## src/rtl/myriadrf_usb_tx_deframer.sv

```systemverilog
// myriadrf_usb_tx_deframer
// Host-to-radio USB byte stream deframer. Hunts for the sync byte, reads a
// length header (samples per packet) and packs 3-byte groups into 24-bit
// {I[11:0],Q[11:0]} samples for the TX sample path. Counts good packets
// (wrapping) and framing errors (saturating).
module myriadrf_usb_tx_deframer #(
  parameter logic [7:0] SYNC_BYTE = 8'hA5,
  parameter int         MAX_LEN   = 128
) (
  input  logic        wb_clk,
  input  logic        wb_rst,
  input  logic        enable_i,
  input  logic [7:0]  s_data_i,
  input  logic        s_valid_i,
  output logic        s_ready_o,
  output logic [23:0] m_data_o,
  output logic        m_valid_o,
  input  logic        m_ready_i,
  output logic        pkt_done_o,
  output logic [15:0] pkt_cnt_o,
  output logic [15:0] err_cnt_o
);

  typedef enum logic [1:0] {
    ST_HUNT    = 2'd0,
    ST_LEN     = 2'd1,
    ST_PAYLOAD = 2'd2
  } state_t;

  state_t      state_r;
  logic [1:0]  idx_r;
  logic [7:0]  rem_r;
  logic [7:0]  b0_r;
  logic [7:0]  b1_r;

  logic [7:0]  max_len_s;
  logic        ready_s;
  logic        accept_s;
  logic        load_s;
  logic        last_s;
  logic        len_bad_s;
  logic        err_inc_s;

  assign max_len_s = 8'(MAX_LEN);

  // Byte-side readiness: the third byte of a group waits for room in the output register
  always_comb begin
    ready_s = 1'b0;
    case (state_r)
      ST_HUNT:    ready_s = enable_i;
      ST_LEN:     ready_s = 1'b1;
      ST_PAYLOAD: begin
        if (idx_r == 2'd2) begin
          ready_s = !m_valid_o || m_ready_i;
        end else begin
          ready_s = 1'b1;
        end
      end
      default:    ready_s = 1'b0;
    endcase
  end

  // Ready is held low while reset is asserted so no byte is taken during reset
  assign s_ready_o = ready_s & ~wb_rst;
  assign accept_s  = s_valid_i & s_ready_o;

  // Decode of the accepted byte: sample load, end of packet and framing errors
  always_comb begin
    load_s    = 1'b0;
    last_s    = 1'b0;
    len_bad_s = 1'b0;
    err_inc_s = 1'b0;
    if ((s_data_i == 8'd0) || (s_data_i > max_len_s)) begin
      len_bad_s = 1'b1;
    end else begin
      len_bad_s = 1'b0;
    end
    if (accept_s) begin
      case (state_r)
        ST_HUNT:    err_inc_s = (s_data_i != SYNC_BYTE);
        ST_LEN:     err_inc_s = len_bad_s;
        ST_PAYLOAD: begin
          load_s = (idx_r == 2'd2);
          last_s = (idx_r == 2'd2) && (rem_r == 8'd1);
        end
        default:    err_inc_s = 1'b0;
      endcase
    end else begin
      load_s    = 1'b0;
      last_s    = 1'b0;
      err_inc_s = 1'b0;
    end
  end

  // Packet parser FSM: advances only on accepted bytes, no timeout
  always_ff @(posedge wb_clk) begin
    if (wb_rst) begin
      state_r <= ST_HUNT;
      idx_r   <= 2'd0;
      rem_r   <= 8'd0;
      b0_r    <= 8'd0;
      b1_r    <= 8'd0;
    end else if (accept_s) begin
      case (state_r)
        ST_HUNT: begin
          if (s_data_i == SYNC_BYTE) begin
            state_r <= ST_LEN;
          end else begin
            state_r <= ST_HUNT;
          end
        end
        ST_LEN: begin
          if (len_bad_s) begin
            state_r <= ST_HUNT;
          end else begin
            rem_r   <= s_data_i;
            idx_r   <= 2'd0;
            state_r <= ST_PAYLOAD;
          end
        end
        ST_PAYLOAD: begin
          case (idx_r)
            2'd0: begin
              b0_r  <= s_data_i;
              idx_r <= 2'd1;
            end
            2'd1: begin
              b1_r  <= s_data_i;
              idx_r <= 2'd2;
            end
            2'd2: begin
              idx_r <= 2'd0;
              rem_r <= rem_r - 8'd1;
              if (rem_r == 8'd1) begin
                state_r <= ST_HUNT;
              end else begin
                state_r <= ST_PAYLOAD;
              end
            end
            default: idx_r <= 2'd0;
          endcase
        end
        default: state_r <= ST_HUNT;
      endcase
    end else begin
      state_r <= state_r;
    end
  end

  // Output sample register: holds until taken, reloads back-to-back without a bubble
  always_ff @(posedge wb_clk) begin
    if (wb_rst) begin
      m_data_o   <= 24'd0;
      m_valid_o  <= 1'b0;
      pkt_done_o <= 1'b0;
    end else begin
      pkt_done_o <= last_s;
      if (load_s) begin
        m_data_o  <= {b0_r, b1_r, s_data_i};
        m_valid_o <= 1'b1;
      end else if (m_ready_i) begin
        m_valid_o <= 1'b0;
      end else begin
        m_valid_o <= m_valid_o;
      end
    end
  end

  // Statistics: good packets wrap, framing errors saturate
  always_ff @(posedge wb_clk) begin
    if (wb_rst) begin
      pkt_cnt_o <= 16'd0;
      err_cnt_o <= 16'd0;
    end else begin
      if (last_s) begin
        pkt_cnt_o <= pkt_cnt_o + 16'd1;
      end else begin
        pkt_cnt_o <= pkt_cnt_o;
      end
      if (err_inc_s && (err_cnt_o != 16'hFFFF)) begin
        err_cnt_o <= err_cnt_o + 16'd1;
      end else begin
        err_cnt_o <= err_cnt_o;
      end
    end
  end

endmodule
```

## config.mk

```make
export PLATFORM = sky130hd
export DESIGN_NAME = myriadrf_usb_tx_deframer
export DESIGN_NICKNAME = d
export VERILOG_FILES = /design/src/rtl/myriadrf_usb_tx_deframer.sv
export SDC_FILE = /design/constraint.sdc
export NUM_CORES = 1
export LEC_CHECK = 0
export CORE_MARGIN = 2
export CORE_UTILIZATION = 52
export DETAILED_ROUTE_END_ITERATION = 7
export PLACE_DENSITY = 0.76
export REMOVE_ABC_BUFFERS = 1
export SETUP_SLACK_MARGIN = 0.3
export SLEW_MARGIN = 20
export SYNTH_ARGS = -nofsm -noshare
export SYNTH_HDL_FRONTEND = slang
export SYNTH_SLANG_ARGS = --single-unit
```

## constraint.sdc

```tcl
create_clock -name wb_clk -period 2.8 [get_ports wb_clk]
set_input_delay 0.56 -clock wb_clk [delete_from_list [all_inputs] [get_ports wb_clk]]
set_output_delay 0.56 -clock wb_clk [all_outputs]
set_load 0.05 [all_outputs]
```

==> out/results.tsv, run 1 <==
metric	value	unit
Critical Path Start Type	primary input	
busiest grt layer	met2	
Clock Skews	0.00663	ns
post-synthesis cell type count	53	
Root Driver	clkbuf_8	
Post-DRT Antenna Nets	0	
Die W	91.0	microns
post-layout total power	2.29	mW
clock share of power	42.0	%
postcts setup bufs	0	
Slew Viols, Final	0	
Initial Util	53.9	%
main combinational cell family by area after synthesis	simple AND/OR/NAND/NOR gates	
Die Area	8280	sq um
Skew-Pair Late Insertion Delay	0.35	ns
placed cell count	640	
Tcrit/Tclk final	84.5	%
first-pass GRT wire length	15800	microns
via/cell ratio	5.68	
post-synthesis cell area	3930	sq um
Max Freq	423	MHz
Req. time, crit path	2.24	ns
Routed WL	9420	microns
Final setup viols	0	
number of CTS-inserted buffers	9	
CTS tree	done	
met3 Use GR	3.98	%
Hold WS	0.439	ns
Min Clock Period, post-route	2.37	ns
crit end category	primary output	
Post-Synth Simple-Gate Area	28.0	%
async set-reset flop share out of synthesis	0	%
post-synthesis xor/xnor area fraction	0.891	%
Slew @ Worst Pin	0.613	ns
# DRC	0	
drt wl/cell	14.4	microns
Finished Cell Area	5090	sq um
grt ovf	0	
std cell rows	31	
hold buffer count at CTS	0	
Inserted Diodes	0	
worst reg2reg endpoint	pkt_cnt_o[15]	
Placed Area	4860	sq um
worst reg-to-reg path cell count	5	
via count	3718	
Hold Crit Class	in -> reg	
vias in the first global route	3441	
Clock Pin Slew Worst Setup and Hold Paths	0.08	ns
HPWL after DPL	6640	microns
fillers	633	
count of buffers from port buffering	71	
nets@finish	569	
CP Capture Point	s_ready_o	
setup repair after global routing missed its margin	false	
global-route total usage across every layer	23.1	%
Clock Path Buffers	2	
post-synthesis sequential area ratio	43.8	%
top_reg_cell synth	dfxtp_1	
combinational group share of total power	4.4	%
routability cong.	0.849	
final setup TNS	0	ns
Setup CP Type	in -> out	
H-tree depth	3	
Yosys reg bits	86	
met2 global-route usage	37.1	%
Lkg Pwr	1.74	nW
# Max-Cap Violations	0	
power density over the cells	450	nW/um^2
Post-Syn Area per Cell	8.35	sq um
Switching Power	501	uW
crit path launch	m_ready_i	
Layout Cells excl Fill	655	
area delta synth->final	29.3	%
R2R setup slack	0.61	ns
status	finished clean	
met1 GRT Util	31.4	%
Net Sw Frac	21.9	%
largest net degree at the start of global routing	49	
slew margin rel.	59.1	%
initial antenna violation count	0	
crit path max fanout	3	
clock sinks	86	
Yosys top cell area share	43.8	%
die height	91.0	microns
complex-gate fraction of the synthesized area	16.8	%
Internal	1.79	mW
sequential power share	53.6	%
drt initial violations	192	
layout cells sized above 1	10.4	%
Worst EP arrival	1.81	ns
largest cells by area after synthesis	dfxtp_1, a21oi_1, nand2_1, mux2i_1, nor2_1	
VDD IR max	0.384	mV
1st-pass router iterations	4	
post-synth top area cell	dfxtp_1	
reg-to-reg startpoint	rem_r[4]	
Final Hold Fails	0	
Post-synth EDFFs	0	
post_cts resized	0	
core area	7290	sq um
Yosys warnings	0	
area share of fa/ha/maj cells after synthesis	1.27	%
I/O pin cnt	72	
mux share of post-synthesis cell area	5.73	%
Post-Syn Instances	471	
-- registers in the layout (all words and copies together), names as in the netlist --
| register | count |
|---|---|
| b0_r | 8 |
| b1_r | 8 |
| err_cnt_o | 16 |
| idx_r | 2 |
| m_data_o | 24 |
| m_valid_o | 1 |
| pkt_cnt_o | 16 |
| pkt_done_o | 1 |
| rem_r | 8 |
| state_r | 2 |
-- Yosys cell counts, types with 2 or more instances --
cell type  instances
o211ai_1           5
and4_1             3
nand3b_1           2
mux2_2             2
nand2_1           71
o31ai_1           11
dfxtp_1           86
inv_1              9
buf_2              7
o21ai_0           19
clkbuf_1          18
nand4_1           11
mux2_1             2
nor2_1            40
mux2i_1           18
a21oi_1           62
xnor2_1            4
nor2b_1            7
ha_1               4
and2_1             2
or4_1              8
a21o_1             2
and3_1             3
or3_1             12
nor3_1             5
nand2b_1           6
nor4_1            11
a31o_2             2
nand3_1           15
-- power groups by stage --
| stage | clock network [mW] | registers (mW) | logic (mW) |
|---|---|---|---|
| global route | 1.04 | 1.23 | 0.109 |
| floorplan | 0 | 1.26 | 0.0201 |
| CTS | 0.978 | 1.23 | 0.101 |
| finish | 0.962 | 1.23 | 0.101 |
| detailed placement | 0 | 1.26 | 0.100 |
| global placement | 0 | 1.25 | 0.0992 |
-- cells by family (layout without fill, tap and decap cells) --
kind of cell / count (synthesis) / after routing
AO/OA/AOI/OAI: 111 / 111
XOR/XNOR: 4 / 4
buffers and inverters: 35 / 120
multiplexers: 22 / 22
flip-flops: 86 / 86
AND/OR/NAND/NOR: 209 / 209
adder cells (fa/ha/maj): 4 / 4
-- metrics by stage --
step | worst slack (ns) | utilization, %
floorplan | 0.258 | -
global placement | 0.195 | 66.7
detailed placement | 0.153 | 66.7
CTS | 0.474 | 69.7
global route | 0.372 | 69.7
finish | 0.435 | 69.7
-- worst min path at each step --
stage,from,endpoint,slack [ns],cells after the start
after floorplan,b0_r[0],m_data_o[16],0.43,2
after global placement,b0_r[2],m_data_o[18],0.44,2
after detailed placement,b1_r[1],m_data_o[9],0.45,2
after CTS,wb_rst,err_cnt_o[5],0.43,2
after global routing,wb_rst,err_cnt_o[5],0.43,2
final,wb_rst,err_cnt_o[5],0.44,2
-- metal layers --
metal / wire length, microns / vias to the layer above
li1: - / 1856
met1: 4340 / 1765
met2: 4500 / 85
met3: 466 / 12
met4: 109 / 0
met5: 0 / -
-- critical path: stages --
cell,delay (ns)
clkdlybuf4s50_1,0.50
nand2b_1,0.13
o21ai_0,0.08
a21oi_1,0.35
buf_12,0.19
-- final cells by class --
cell class / instances / area [sq um] / area share, %
Multi-Input combinational cell: 350 / 2080 / 40.9
Sequential cell: 86 / 1720 / 33.8
Timing Repair Buffer: 96 / 903 / 17.8
Clock buffer: 10 / 138 / 2.71
Tap cell: 99 / 124 / 2.44
Clock inverter: 5 / 83.8 / 1.65
Inverter: 9 / 33.8 / 0.664
-- cells in the final DEF, fill, tap and decap left out, types with 11 or more instances in the layout --
cell             count
dfxtp_1             86
nand2_1             71
clkdlybuf4s50_1     69
a21oi_1             62
nor2_1              40
buf_4               25
o21ai_0             19
mux2i_1             18
nand3_1             15
or3_1               12
o31ai_1             11
nor4_1              11
nand4_1             11
No activity file was read; power rests on OpenSTA's default activity.
==> run 2, diff against run 1 <==
Clock period 2.8 ns to 2.4 ns, I/O delays scaled along.
==> run 2 against run 1 <==
  * Die area did not move
  * Via count grew 3.8%
  * Sequential power up 16%
  * Power grew 9.9%
  * Flip-flop and latch count did not move
  * Register-to-register slack worse by 0.20 ns
  * Global-route usage rose by 1.6 points
  * Critical endpoint is now err_cnt_o[12]
  * Highest routed layer unchanged
==> out/results.tsv, run 2 (synthesized netlist as in run 1, its figures left out) <==
metric	value	unit	change
Die W	91.0	microns	unchanged
slowest stage delay, CP	0.82	ns	was 0.50 ns
max reg flops	24		unchanged
via/cell ratio	5.73		was 5.68
final setup TNS	0	ns	unchanged
# Max-Cap Violations	0		unchanged
Min Clock Period, post-route	2.05	ns	
Lkg Pwr	2.21	nW	was 1.74 nW
VDD IR max	0.354	mV	was 0.384 mV
Setup CP Type	reg -> out		was in -> out
vias in the first global route	3685		was 3441
Root Driver	clkbuf_8		unchanged
first-pass GRT wire length	17100	microns	was 15800 microns
count of buffers from port buffering	71		unchanged
Reg with most FFs	m_data_o		unchanged
Routed WL	10000	microns	was 9420 microns
crit end category	primary output		unchanged
Max Freq	488	MHz	
buffer and inverter count on the worst path	1		was 2
Inserted Diodes	0		unchanged
1st-pass router iterations	4		unchanged
met2 global-route usage	41.2	%	was 37.1%
Hold Crit Class	reg -> reg		was in -> reg
status	finished clean		unchanged
Clock Skews	0.0102	ns	was 0.00663 ns
# DRC	0		unchanged
drt initial violations	255		was 192
via count	3860		was 3718
std cell rows	31		unchanged
routability cong.	0.885		was 0.849
met1 GRT Util	32.3	%	was 31.4%
number of CTS-inserted buffers	9		unchanged
clock sinks	86		unchanged
Clock Path Buffers	2		unchanged
initial antenna violation count	0		unchanged
met3 Use GR	4.40	%	was 3.98%
busiest grt layer	met2		unchanged
Slew @ Worst Pin	0.536	ns	was 0.613 ns
global-route total usage across every layer	24.7	%	was 23.1%
Req. time, crit path	1.92	ns	was 2.24 ns
crit path max fanout	5		was 3
slew margin rel.	63.9	%	was 59.1%
CTS tree	done		unchanged
commonest non-fill, non-tap cell in the layout	dfxtp_1		unchanged
Initial Util	53.9	%	unchanged
Critical Path Start Type	register		was primary input
die height	91.0	microns	unchanged
Final setup viols	0		unchanged
CP cell instances	clkdlybuf4s50_1		was clkdlybuf4s50_1, nand2b_1, o21ai_0, a21oi_1, buf_12
crit path max-delay cell type	clkdlybuf4s50_1		unchanged
Hold WS	0.456	ns	was 0.439 ns
Die Area	8280	sq um	unchanged
Layout Cells excl Fill	674		was 655
placed cell count	653		was 640
Clock Pin Slew Worst Setup and Hold Paths	0.09	ns	was 0.08 ns
setup repair after global routing missed its margin	true		was false
cell family with most CP delay	buffers and inverters		unchanged
HPWL after DPL	6810	microns	was 6640 microns
core area	7290	sq um	unchanged
highest-count cells in the layout ignoring fill and taps	dfxtp_1, nand2_1, a21oi_1		was dfxtp_1, nand2_1, clkdlybuf4s50_1
grt ovf	0		unchanged
drt wl/cell	14.8	microns	was 14.4 microns
layout cells sized above 1	17.0	%	was 10.4%
Post-DRT Antenna Nets	0		unchanged
Final Hold Fails	0		unchanged
nets@finish	587		was 569
I/O pin cnt	72		unchanged
area delta synth->final	37.0	%	was 29.3%
Regs by FF count	m_data_o x24, err_cnt_o x16, pkt_cnt_o x16		unchanged
post-layout total power	2.52	mW	was 2.29 mW
Worst EP arrival	1.57	ns	was 1.81 ns
Tcrit/Tclk final	85.4	%	
Slew Viols, Final	0		unchanged
fillers	575		was 633
Final Util	73.9	%	was 69.7%
H-tree depth	3		unchanged
power density over the cells	467	nW/um^2	was 450 nW/um^2
largest net degree at the start of global routing	50		was 49
hold buffer count at CTS	0		unchanged
Skew-Pair Late Insertion Delay	0.36	ns	was 0.35 ns
## run 2: cell types whose count changed in the layout (fill, tap and decap cells not counted), sizes merged
cell,before,now
clkdlybuf4s50,69,36
dlymetal6s2s,0,19
buf,27,45
dlygate4sd2,0,14
bufinv,2,0
clkinv,1,3
inv,9,11
clkbuf,10,9
## run 2: layout make-up
type                    count  area [sq um]  area share (%)
clock buffers               9           124            2.30
multi-input cells         350          2240            41.5
repair buffers            114          1090            20.2
flip-flops and latches     86          1720            32.0
clock inverters             7          57.6            1.07
inverters                   9          33.8           0.627
well taps                  99           124            2.30
## run 2: stage by stage
step / setup slack (ns) / area, sq um
2_1_floorplan: -0.0624 / 3830
4_1_cts: 0.252 / 5260
3_5_place_dp: -0.244 / 4970
6_report: 0.351 / 5390
3_3_place_gp: -0.171 / 4970
5_1_grt: 0.225 / 5390
## run 2: tightest hold or removal path: stages, from the launching register on
cell and delay [ns]:
dfxtp_1 0.32, nand2_1 0.05, a21oi_1 0.05
## run 2: power breakdown
group	total (mW)	switching [mW]	leakage (nW)	internal (mW)
registers	1.43	0.00331	0.694	1.43
logic	0.131	0.0785	1.43	0.0524
clock network	0.953	0.565	0.0877	0.388
## run 2: final timing paths
check	startpoint	slack [ns]	to	depth (start not counted)
setup / recovery	err_cnt_o[12]	0.35	err_cnt_o[12]	1
hold / removal	b1_r[0]	0.46	m_data_o[8]	2
setup reg to reg	err_cnt_o[6]	0.41	err_cnt_o[13]	5
hold reg to reg	b1_r[0]	0.46	m_data_o[8]	2
## run 2: per-layer routing
metal | routed length (microns) | share of wire (%) | vias to the layer above
met4 | 171 | 1.7 | 0
li1 | - | - | 1885
met1 | 4550 | 45 | 1872
met5 | 0 | 0 | -
met2 | 4860 | 49 | 90
met3 | 427 | 4.3 | 13
## run 2: timing repair
item,in CTS,in global routing
gates resized for setup,29,34
setup endpoints to repair,31,43
cloned,0,0
setup buffers,4,1
pin swaps,5,2
